[src/rtl/mux2x1_src_sequencer_if.sv]
// Handshake and mux-drive bundle for mux2x1_src_sequencer.
// The master side feeds the source channels; the slave side is the sequencer.
interface mux2x1_src_sequencer_if #(parameter int WIDTH = 4);
  logic [WIDTH-1:0] a_in;
  logic             a_valid;
  logic             a_ready;
  logic [WIDTH-1:0] b_in;
  logic             b_valid;
  logic             b_ready;
  logic [WIDTH-1:0] A;
  logic [WIDTH-1:0] B;
  logic             en;
  logic             sel;
  logic             busy;

  modport master (
    output a_in, a_valid, b_in, b_valid,
    input  a_ready, b_ready, A, B, en, sel, busy
  );

  modport slave (
    input  a_in, a_valid, b_in, b_valid,
    output a_ready, b_ready, A, B, en, sel, busy
  );
endinterface

[src/rtl/mux2x1_src_sequencer.sv]
// Two-channel valid/ready arbiter that presents each granted word on a 2:1 mux for HOLD_CYCLES clocks.
// Define MUX_SEQ_FIXED_PRIO_EN for fixed A-over-B tie-break; default is round-robin.
module mux2x1_src_sequencer #(
  parameter int WIDTH       = 4,
  parameter int HOLD_CYCLES = 2
) (
  input logic                    clk,
  input logic                    rst,
  mux2x1_src_sequencer_if.slave  bus
);

  typedef enum logic {IDLE, HOLD} state_t;

  state_t           state;
  logic [3:0]       cnt;
  logic             last;   // last granted channel: 0 = A, 1 = B
  logic [WIDTH-1:0] a_q, b_q;
  logic             en_q, sel_q, busy_q;
  logic             a_rdy, b_rdy;

  always_comb begin
    a_rdy = 1'b0;
    b_rdy = 1'b0;
    if (state == IDLE) begin
      if (bus.a_valid && bus.b_valid) begin
`ifdef MUX_SEQ_FIXED_PRIO_EN
        a_rdy = 1'b1;
`else
        // tie goes to whichever channel was not served last
        a_rdy = last;
        b_rdy = ~last;
`endif
      end else begin
        a_rdy = bus.a_valid;
        b_rdy = bus.b_valid;
      end
    end
  end

  always_ff @(posedge clk or posedge rst) begin
    if (rst) begin
      state  <= IDLE;
      a_q    <= '0;
      b_q    <= '0;
      en_q   <= 1'b1;
      sel_q  <= 1'b0;
      busy_q <= 1'b0;
      cnt    <= 4'd0;
      last   <= 1'b1;
    end else begin
      case (state)
        IDLE: begin
          if (bus.a_valid && a_rdy) begin
            a_q    <= bus.a_in;
            sel_q  <= 1'b0;
            last   <= 1'b0;
            en_q   <= 1'b0;
            busy_q <= 1'b1;
            cnt    <= 4'(HOLD_CYCLES - 1);
            state  <= HOLD;
          end else if (bus.b_valid && b_rdy) begin
            b_q    <= bus.b_in;
            sel_q  <= 1'b1;
            last   <= 1'b1;
            en_q   <= 1'b0;
            busy_q <= 1'b1;
            cnt    <= 4'(HOLD_CYCLES - 1);
            state  <= HOLD;
          end
        end
        HOLD: begin
          // cnt reaching 0 ends the hold; it is only reloaded on accept, so it never wraps
          if (cnt == 4'd0) begin
            en_q   <= 1'b1;
            busy_q <= 1'b0;
            state  <= IDLE;
          end else begin
            cnt <= cnt - 4'd1;
          end
        end
        default: state <= IDLE;
      endcase
    end
  end

  assign bus.a_ready = a_rdy;
  assign bus.b_ready = b_rdy;
  assign bus.A       = a_q;
  assign bus.B       = b_q;
  assign bus.en      = en_q;
  assign bus.sel     = sel_q;
  assign bus.busy    = busy_q;

endmodule
[src/flat_wrapper.sv]
// flat-port wrapper written by rule: the top's interface ports become plain ports
module mux2x1_src_sequencer_flat 
#(
  parameter int WIDTH       = 4,
  parameter int HOLD_CYCLES = 2
)
  (clk, rst, bus_a_in, bus_a_valid, bus_b_in, bus_b_valid, bus_a_ready, bus_b_ready, bus_A, bus_B, bus_en, bus_sel, bus_busy);
  mux2x1_src_sequencer_if #(.WIDTH(WIDTH)) bus_i ();
  input logic clk;
  input logic rst;
  input wire logic [$bits(bus_i.a_in)-1:0] bus_a_in;
  input wire logic [$bits(bus_i.a_valid)-1:0] bus_a_valid;
  input wire logic [$bits(bus_i.b_in)-1:0] bus_b_in;
  input wire logic [$bits(bus_i.b_valid)-1:0] bus_b_valid;
  output wire logic [$bits(bus_i.a_ready)-1:0] bus_a_ready;
  output wire logic [$bits(bus_i.b_ready)-1:0] bus_b_ready;
  output wire logic [$bits(bus_i.A)-1:0] bus_A;
  output wire logic [$bits(bus_i.B)-1:0] bus_B;
  output wire logic [$bits(bus_i.en)-1:0] bus_en;
  output wire logic [$bits(bus_i.sel)-1:0] bus_sel;
  output wire logic [$bits(bus_i.busy)-1:0] bus_busy;
  assign bus_i.a_in = bus_a_in;
  assign bus_i.a_valid = bus_a_valid;
  assign bus_i.b_in = bus_b_in;
  assign bus_i.b_valid = bus_b_valid;
  assign bus_a_ready = bus_i.a_ready;
  assign bus_b_ready = bus_i.b_ready;
  assign bus_A = bus_i.A;
  assign bus_B = bus_i.B;
  assign bus_en = bus_i.en;
  assign bus_sel = bus_i.sel;
  assign bus_busy = bus_i.busy;
  mux2x1_src_sequencer #(.WIDTH(WIDTH), .HOLD_CYCLES(HOLD_CYCLES)) u_core (.clk(clk), .rst(rst), .bus(bus_i));
endmodule
[config.mk]
export PLATFORM = sky130hd
export DESIGN_NAME = mux2x1_src_sequencer_flat
export DESIGN_NICKNAME = d
export VERILOG_FILES = /design/src/rtl/mux2x1_src_sequencer_if.sv /design/src/rtl/mux2x1_src_sequencer.sv /design/src/flat_wrapper.sv
export SDC_FILE = /design/constraint.sdc
export NUM_CORES = 1
export LEC_CHECK = 0
export BUFFER_PORTS_ARGS = -buffer_cell sky130_fd_sc_hd__buf_2
export CELL_PAD_IN_SITES_DETAIL_PLACEMENT = 1
export CELL_PAD_IN_SITES_GLOBAL_PLACEMENT = 1
export CORE_MARGIN = 4
export CORE_UTILIZATION = 25
export CTS_CLUSTER_DIAMETER = 80
export DETAILED_ROUTE_END_ITERATION = 10
export PLACE_DENSITY_LB_ADDON = 0.1
export RECOVER_POWER = 50
export SLEW_MARGIN = 20
export SYNTH_ARGS = -nofsm -noshare
export SYNTH_HDL_FRONTEND = slang
export SYNTH_SLANG_ARGS = --single-unit
[constraint.sdc]
create_clock -name clk -period 2.75 [get_ports clk]
set_input_delay 0.1375 -clock clk [delete_from_list [all_inputs] [get_ports clk]]
set_output_delay 0.1375 -clock clk [all_outputs]
set_load 0.05 [all_outputs]
==> results of run 1 <==
state kept, by name (all words and copies together) (netlist names):
name / flops
u_core.state: 1
u_core.bus.A: 4
u_core.bus.en: 1
u_core.bus.busy: 1
u_core.last: 1
u_core.bus.sel: 1
u_core.cnt: 4
u_core.bus.B: 4
what timing repair did:
action                                 CTS  global route
setup buffers                            0             0
hold buffers                             1             0
endpoints found under the hold margin   15             0
cells in the final DEF, fill, tap and decap left out, drive strengths merged:
| master | count |
|---|---|
| nand2b | 1 |
| mux2 | 10 |
| nor2 | 6 |
| mux2i | 3 |
| nand3 | 1 |
| dfstp | 2 |
| and2b | 1 |
| dlygate4sd3 | 1 |
| o211ai | 1 |
| o22a | 1 |
| nor3 | 2 |
| nand2 | 8 |
| clkbuf | 10 |
| inv | 5 |
| dfrtp | 15 |
| ha | 1 |
| a21o | 1 |
| nor3b | 1 |
| a21oi | 3 |
| or3b | 1 |
| buf | 18 |
through the flow:
stage          instances  hold slack [ns]  utilization (%)
2_1_floorplan         64           0.0621                -
3_3_place_gp         131            0.284             31.6
3_5_place_dp         131            0.274             31.6
4_1_cts              136           0.0610             32.8
5_1_grt              136           0.0554             32.5
6_report             136           0.0781             32.5
power by group:
group / switching [mW] / internal (mW)
logic: 0.499 / 0.274
clock network: 0.0777 / 0.0563
registers: 0.107 / 0.390
layer usage:
metal	part of all wire (%)	track usage, %
met1	47	10.6
met2	46	14.4
met3	6.1	3.12
met4	0.93	1.58
met5	0	0
worst max-delay path by stage:
stage                                        endpoint  slack (ns)
after CTS                                 bus_b_ready        0.98
final                                     bus_b_ready        1.03
after detailed placement  u_core.bus.A[2]$_DFFE_PP0P_        1.30
after global routing                      bus_a_ready        0.91
after global placement    u_core.bus.A[2]$_DFFE_PP0P_        1.29
after floorplan           u_core.bus.A[0]$_DFFE_PP0P_        1.27
layout make-up:
class | instances | area, um2
Tap cell | 44 | 55.1
Multi-Input combinational cell | 41 | 350
Inverter | 5 | 18.8
Sequential cell | 17 | 428
Fill cell | 355 | 2080
Timing Repair Buffer | 25 | 123
Clock buffer | 4 | 26.3
logic make-up after synthesis:
family | count (synthesis) | synth area share (%)
flops | 17 | 53.2
compound gates | 6 | 6.69
simple gates | 21 | 15.7
fa+ha+maj | 1 | 1.55
buf+inv | 6 | 3.27
mux | 13 | 19.6
==> results.ini, run 1 <==
[pwr]
post_layout_power_mw = 1.40
total_leakage_power_nw = 0.489
max-vdd-ir-drop_mv = 0.441
pwr_density_cell_nw_per_um2 = 1400

[logic_synthesis]
yosys.area.top_type_share_pct = 46.7
synthMostInstantiatedCell = sky130_fd_sc_hd__dfrtp_1
dominant_cells_by_area_after_synthesis = sky130_fd_sc_hd__dfrtp_1 47%, sky130_fd_sc_hd__mux2_2 8.4%, sky130_fd_sc_hd__mux2_4 7.5%, sky130_fd_sc_hd__dfstp_2 6.5%, sky130_fd_sc_hd__mux2i_1 3.7%
syn_area_per_cell_um2 = 12.6
post_synth_inst_count = 64
syn_nets = 77
synth-warning-count = 0
synth_area_um2 = 805
ys_ff_latch = 17
yosys.area.top_type = sky130_fd_sc_hd__dfrtp_1
dominant_register_cell_in_the_synthesized_netlist = sky130_fd_sc_hd__dfrtp_1
synth-edff-count = 0
yosys.cell_types.count = 23
asyncSetResetFlopFracSynth_pct = 100
seq_total_area_yosys_pct = 53.2
synth.top_cells.by_count = 15 x sky130_fd_sc_hd__dfrtp_1, 7 x sky130_fd_sc_hd__nand2_1, 6 x sky130_fd_sc_hd__mux2_2, 6 x sky130_fd_sc_hd__nor2_1, 5 x sky130_fd_sc_hd__inv_1

[cts]
worstSkewPairLatency_ns = 0.28
cts_resized = 0
max-clock-path-buffers = 2
cts_root_buffer = sky130_fd_sc_hd__clkbuf_4
numCtsBuffers = 3
cts.clk_slew.worst_paths_ns = 0.10
tritoncts = done
cts_sinks = 17
cts-htree-levels = 1

[setup_path]
r2r_slack_ns = 1.30
timing.critical_path.to_type = primary output
regToRegStartpoint = u_core.state$_DFF_PP0_
slowest_stage = sky130_fd_sc_hd__dfrtp_1
critPathMaxStageDelay_ns = 0.56
cp.arrival_ns = 1.59
startpoint_type = register
critical_path_class = register to primary output
critPathTopFamily = flip-flops
worstPathBufferInverterCount = 2
crit_required_ns = 2.61
crit_path_cell_trace = and2b_4 > nand2_4 > inv_1 > buf_2
crit_start = u_core.state$_DFF_PP0_
critical_path_cell_count = 4
ff_to_ff_path_depth = 3
timing.rr.end = u_core.bus.A[2]$_DFFE_PP0P_
worstPathMaxFanout = 13

[finish]
drive_gt1_share_pct = 42.4
antennaDiodeCount = 0
area.growth.synth_to_final_pct = 24.4
post-route-cell-area_um2 = 1000
final_nets = 106

[floorplan]
starting_density_of_the_core_pct = 26.1
io-pin-count = 25
placeableCoreArea_um2 = 3080
die-area_um2 = 4190
die_w_um = 64.7
placement_rows = 20
die_height_um = 64.7

[sta]
timing.final.max_slew_violations = 0
grt_setup_unrepaired = false
fmax_ghz = 0.580
report.final.setup_viol = 0
worst_slew_margin_rel_pct = 56.0
layout_worst_path_cycle_share_pct = 62.7
finClkSkew_ns = 0.000559
fin_tns_setup_ns = 0
final.setup.worst_slack_ns = 1.03
worst_slew_pin_slew_ns = 0.659
final_hold_viol_count = 0
finalWorstPathRequiredPeriod_ns = 1.72

[global_route]
global_route.usage.total_pct = 8.61
grt_pass1_vias = 616
grt_overflow = 0
grt_antenna_before_repair = 0
maximum_number_of_pins_on_one_net_before_global_route_repair = 18
grt_first_pass_wirelength_um = 2830

[placed_design]
dpl-instance-area_um2 = 972
io_buf_count = 24
detailedPlace.worstSlack_ns = 1.30
dp_hpwl_um = 1180
finalWeightedCongestion = 0.677

[drt]
vias = 554
drtIter0Drc = 11
post-route-drc-count = 0
finalWirelength_um = 1620
post_dr_vias_cell = 4.07
drt-pass1-iter-count = 3
postRouteAntennaNets = 0
drt-wirelength-per-cell_um = 11.9

[hold_path]
min_path_cells = 2
hold_path_end = u_core.bus.A[0]$_DFFE_PP0P_
timing.hold.worst.class = primary input to register
hp-start = bus_a_in[0]

[job]
maxCapViolations = 0

[outcome]
result_of_the_run = finished, final reports clean

(Power assumes the default switching activity.)
==> run 2, diff against run 1 <==
==> constraint.sdc (replaced) <==
create_clock -name clk -period 1.6 [get_ports clk]
set_input_delay 0.08 -clock clk [delete_from_list [all_inputs] [get_ports clk]]
set_output_delay 0.08 -clock clk [all_outputs]
set_load 0.05 [all_outputs]
==> run 2 against run 1 <==
Effect of this change:
- clock power is 72% higher
- design area up 4.1%
- routed wire length rose by 0.62%
- total power grew 74%
- largest power group unchanged
- via count rose by 4.5%
- clock skew is 0.00070 ns higher
- register-to-register slack got worse by 1.1 ns
- clock-buffer cell count is the same
- combinational power is 81% higher
- utilization increased by 1.3 points
- sequential share of layout area decreased by 1.7 points
- die area unchanged
==> results.ini, run 2 (synthesized netlist as in run 1, its figures left out) <==
[outcome]
result_of_the_run = finished, final reports clean

[sta]
fmax_ghz = 0.678
fin_tns_setup_ns = 0
grt_setup_unrepaired = false
final_hold_viol_count = 0
final.setup.worst_slack_ns = 0.125
worst_slew_margin_rel_pct = 56.3
report.final.setup_viol = 0
finalWorstPathRequiredPeriod_ns = 1.48
worst_slew_pin_slew_ns = 0.654
layout_worst_path_cycle_share_pct = 92.2
hold_ws_ns = 0.0137
timing.final.max_slew_violations = 0
finClkSkew_ns = 0.00126

[finish]
final_nets = 110
post-route-cell-area_um2 = 1040
final_common_cell = sky130_fd_sc_hd__buf_2
commonest_cells_after_routing_fill_and_taps_aside = 18 x sky130_fd_sc_hd__buf_2, 15 x sky130_fd_sc_hd__dfrtp_1, 7 x sky130_fd_sc_hd__nand2_1
drive_gt1_share_pct = 42.7
num-fill-cells = 356
finalCoreUtilization_pct = 33.9
antennaDiodeCount = 0
area.growth.synth_to_final_pct = 29.5

[placed_design]
dpl-instance-area_um2 = 980
finalWeightedCongestion = 0.607
dp_hpwl_um = 1230
io_buf_count = 24
detailedPlace.worstSlack_ns = 0.167

[global_route]
global_route.usage.total_pct = 8.82
grt_antenna_before_repair = 0
grt_first_pass_wirelength_um = 2870
grt_overflow = 0
maximum_number_of_pins_on_one_net_before_global_route_repair = 18
grt_pass1_vias = 630

[pwr]
p_int_mw = 1.26
pwr_density_cell_nw_per_um2 = 2350
comb_power_share_pct = 57.2
p_seq_share_pct = 33.3
max-vdd-ir-drop_mv = 0.761
sw_frac_of_total_pct = 48.3
total_leakage_power_nw = 0.508
clockPowerShare_pct = 9.4
power_switching_mw = 1.18

[drt]
drt-wirelength-per-cell_um = 11.6
postRouteAntennaNets = 0
finalWirelength_um = 1630
vias = 579
drtIter0Drc = 4
post_dr_vias_cell = 4.14
drt-pass1-iter-count = 2
post-route-drc-count = 0

[cts]
cts.clk_slew.worst_paths_ns = 0.10
postCtsSetupRepairBufs = 0
max-clock-path-buffers = 2
worstSkewPairLatency_ns = 0.29
cts-htree-levels = 1
tritoncts = done
cts_root_buffer = sky130_fd_sc_hd__clkbuf_4
cts_sinks = 17
numCtsBuffers = 3

[setup_path]
critPathTopFamily = flip-flops
slowest_stage = sky130_fd_sc_hd__dfstp_2
cp.arrival_ns = 1.40
crit_path_cell_trace = inv_1 > a21oi_4 > clkbuf_4
timing.critical_path.to_type = primary output
worstPathMaxFanout = 6
critical_path_class = register to primary output
critPathMaxStageDelay_ns = 0.54
worstPathBufferInverterCount = 2
startpoint_type = register
crit_required_ns = 1.52

[hold_path]
timing.hold.worst.class = primary input to register

[floorplan]
starting_density_of_the_core_pct = 26.1
die_w_um = 64.7
io-pin-count = 25
placeableCoreArea_um2 = 3080
placement_rows = 20
die_height_um = 64.7
die-area_um2 = 4190

[job]
maxCapViolations = 0

-- run 2: power groups by stage --
| stage | clock network (mW) | registers [mW] | logic (mW) |
|---|---|---|---|
| floorplan | 0 | 1.32 | 0.644 |
| global placement | 0 | 0.818 | 1.42 |
| detailed placement | 0 | 0.827 | 1.43 |
| CTS | 0.250 | 0.817 | 1.44 |
| global route | 0.273 | 0.851 | 1.51 |
| finish | 0.231 | 0.815 | 1.40 |
-- run 2: routing by layer --
| metal | vias to the layer above | part of all wire (%) | wire length, um | global-route usage, % |
|---|---|---|---|---|
| li1 | 277 | - | - | - |
| met1 | 283 | 48 | 785 | 10.9 |
| met2 | 17 | 45 | 738 | 13.3 |
| met3 | 2 | 4.8 | 78 | 4.16 |
| met4 | 0 | 1.5 | 24 | 3.17 |
| met5 | - | 0 | 0 | 0 |
-- run 2: worst paths after layout --
| path | start | to | slack [ns] | cells after the start |
|---|---|---|---|---|
| min reg2reg | u_core.bus.busy$_DFFE_PP0P_ | u_core.bus.busy$_DFFE_PP0P_ | 0.50 | 1 |
| max | u_core.last$_DFFE_PP1P_ | bus_a_ready | 0.12 | 3 |
| min in group asynchronous | rst | u_core.bus.A[1]$_DFFE_PP0P_ | 0.42 | 3 |
| max reg2reg | u_core.cnt[0]$_DFFE_PP0P_ | u_core.cnt[0]$_DFFE_PP0P_ | 0.18 | 5 |
| max in group asynchronous | rst | u_core.bus.B[2]$_DFFE_PP0P_ | 0.77 | 3 |
| min | bus_a_in[1] | u_core.bus.A[1]$_DFFE_PP0P_ | 0.01 | 2 |
-- run 2: what timing repair did --
| item | CTS | global route |
|---|---|---|
| endpoints found under the hold margin | 15 | 3 |
| setup endpoints to repair | 0 | 1 |
| gates resized for setup | 0 | 1 |
| hold buffers | 1 | 3 |
-- run 2: area by class of cell --
type / instances / area, um2 / area share (%)
sequential: 17 / 428 / 41.1
multi-input combinational: 41 / 350 / 33.6
timing repair buffer: 29 / 164 / 15.7
tap: 44 / 55.1 / 5.28
inverter: 5 / 18.8 / 1.80
clock buffer: 4 / 26.3 / 2.52
-- run 2: through the flow --
stage,power [mW],cells
global placement,2.24,132
detailed placement,2.26,132
CTS,2.51,137
floorplan,1.96,64
finish,2.44,140
global route,2.63,140
==> run 3, diff against run 2 <==
--- a/config.mk
+++ b/config.mk
@@ -8,11 +8,12 @@
 export BUFFER_PORTS_ARGS = -buffer_cell sky130_fd_sc_hd__buf_2
 export CELL_PAD_IN_SITES_DETAIL_PLACEMENT = 1
 export CELL_PAD_IN_SITES_GLOBAL_PLACEMENT = 1
+export CORE_ASPECT_RATIO = 1.75
 export CORE_MARGIN = 4
 export CORE_UTILIZATION = 25
 export CTS_CLUSTER_DIAMETER = 80
 export DETAILED_ROUTE_END_ITERATION = 10
-export PLACE_DENSITY_LB_ADDON = 0.1
+export PLACE_DENSITY = 0.55
 export RECOVER_POWER = 50
 export SLEW_MARGIN = 20
 export SYNTH_ARGS = -nofsm -noshare
==> run 3 against run 2 <==
Effect of this change:
- sequential power up 2%
- clock skew up 0.0034 ns
- worst setup slack improved by 0.0084 ns
- critical path depth unchanged
- routed wire length is 5.4% higher
- sequential share of layout area is 0.86 points higher
- clock power up 39%
- maximum frequency rose by 0.58%
- design area fell by 2.0%
- critical endpoint unchanged
- first-iteration DRC count up 50%
==> results.ini, run 3 (synthesized netlist as in run 1, its figures left out) <==
[finish]
final_common_cell = sky130_fd_sc_hd__dfrtp_1
final_nets = 107
post-route-cell-area_um2 = 1020
area.growth.synth_to_final_pct = 26.9
antennaDiodeCount = 0
finalNonFillerCells = 136
drive_gt1_share_pct = 37.6
seqCellArea_um2 = 428
num-fill-cells = 377
multiInputGateArea_um2 = 350
commonest_cells_after_routing_fill_and_taps_aside = 15 x sky130_fd_sc_hd__dfrtp_1, 14 x sky130_fd_sc_hd__buf_2, 11 x sky130_fd_sc_hd__clkbuf_1

[sta]
finClkSkew_ns = 0.00464
worst_slew_margin_rel_pct = 56.5
grt_setup_unrepaired = false
worst_slew_pin_slew_ns = 0.652
finalWorstPathRequiredPeriod_ns = 1.47
final_hold_viol_count = 0
layout_worst_path_cycle_share_pct = 91.7
report.final.setup_viol = 0
fin_tns_setup_ns = 0
timing.final.max_slew_violations = 0
final.setup.worst_slack_ns = 0.133
fmax_ghz = 0.682

[drt]
drt-pass1-iter-count = 2
drtIter0Drc = 6
vias = 580
drt-wirelength-per-cell_um = 12.6
post-route-drc-count = 0
postRouteAntennaNets = 0
finalWirelength_um = 1710
post_dr_vias_cell = 4.26

[setup_path]
crit_start = u_core.last$_DFFE_PP1P_
crit_path_cell_trace = inv_1 > a21oi_4 > buf_2
crit_required_ns = 1.52
startpoint_type = register
critical_path_class = register to primary output
timing.critical_path.to_type = primary output
critPathTopFamily = flip-flops
slowest_stage = sky130_fd_sc_hd__dfstp_1
cp.arrival_ns = 1.39
worstPathMaxFanout = 6
critPathMaxStageDelay_ns = 0.54
worstPathBufferInverterCount = 2
regToRegStartpoint = u_core.cnt[1]$_DFFE_PP0P_

[global_route]
grt_pass1_vias = 679
grt_antenna_before_repair = 0
grt_overflow = 0
grt_first_pass_wirelength_um = 3160
global_route.usage.total_pct = 9.53
maximum_number_of_pins_on_one_net_before_global_route_repair = 18

[cts]
worstSkewPairLatency_ns = 0.25
cts_sinks = 17
tritoncts = done
cts_root_buffer = sky130_fd_sc_hd__clkbuf_8
cts.clk_slew.worst_paths_ns = 0.07
cts-htree-levels = 1
max-clock-path-buffers = 2
postCtsSetupRepairBufs = 0
numCtsBuffers = 3

[placed_design]
io_buf_count = 24
dpl-instance-area_um2 = 978
dp_hpwl_um = 1390
finalWeightedCongestion = 0.712
detailedPlace.worstSlack_ns = 0.167
dp_cells = 131

[pwr]
pwr_density_cell_nw_per_um2 = 2470
total_leakage_power_nw = 0.489
max-vdd-ir-drop_mv = 0.854

[floorplan]
placement_rows = 27
die_w_um = 50.9
die_height_um = 83.0
die-area_um2 = 4230
io-pin-count = 25
starting_density_of_the_core_pct = 25.9
placeableCoreArea_um2 = 3110

[hold_path]
hp-start = bus_a_in[1]
timing.hold.worst.class = primary input to register

[job]
maxCapViolations = 0

[outcome]
result_of_the_run = finished, final reports clean

[run 3: metrics by stage]
step	hold WS, ns	total power [mW]	util, %
floorplan	0.00461	1.96	-
global placement	0.205	2.24	31.5
detailed placement	0.219	2.27	31.5
CTS	0.0532	2.61	33.3
global route	0.0563	2.71	32.9
finish	0.0580	2.53	32.9
[run 3: final cells by class]
cell class | count | area share, %
repair buffers | 26 | 12.3
flip-flops and latches | 17 | 41.9
well taps | 43 | 5.27
multi-input cells | 41 | 34.3
clock buffers | 4 | 4.41
inverters | 5 | 1.84
[run 3: where the power goes]
group / internal [mW] / switching, mW / total (mW)
sequential: 0.669 / 0.159 / 0.828
clock: 0.176 / 0.145 / 0.322
combinational: 0.472 / 0.904 / 1.38
[run 3: worst reg2reg max path, cell delays in order (launching register included)]
cell and delay (ns):
sky130_fd_sc_hd__dfrtp_1 0.43, sky130_fd_sc_hd__inv_1 0.07, sky130_fd_sc_hd__ha_1 0.20, sky130_fd_sc_hd__nor3b_4 0.32
sky130_fd_sc_hd__a21oi_2 0.11, sky130_fd_sc_hd__o22a_1 0.20
[run 3: path summary, 6_finish.rpt]
check                                               to  slack, ns  cells past startpoint
setup / recovery                           bus_a_ready       0.13                      3
hold / removal             u_core.bus.A[1]$_DFFE_PP0P_       0.06                      2
setup reg to reg             u_core.cnt[0]$_DFFE_PP0P_       0.16                      5
hold reg to reg            u_core.bus.busy$_DFFE_PP0P_       0.48                      1
max in group asynchronous    u_core.cnt[0]$_DFFE_PP0P_       0.71                      3
min in group asynchronous  u_core.bus.A[1]$_DFFE_PP0P_       0.48                      3
[run 3: layer usage]
metal / vias up / global-route usage, % / part of all wire (%)
met4: 0 / 2.94 / 0.58
li1: 277 / - / -
met2: 21 / 17.0 / 55
met1: 280 / 10.7 / 38
met5: - / 0 / 0
met3: 2 / 2.51 / 6.4
[run 3: what timing repair did]
action / 4_1_cts / 5_1_grt
hold endpoints to repair: 15 / 0
resized for setup: 0 / 0
hold buffers: 1 / 0
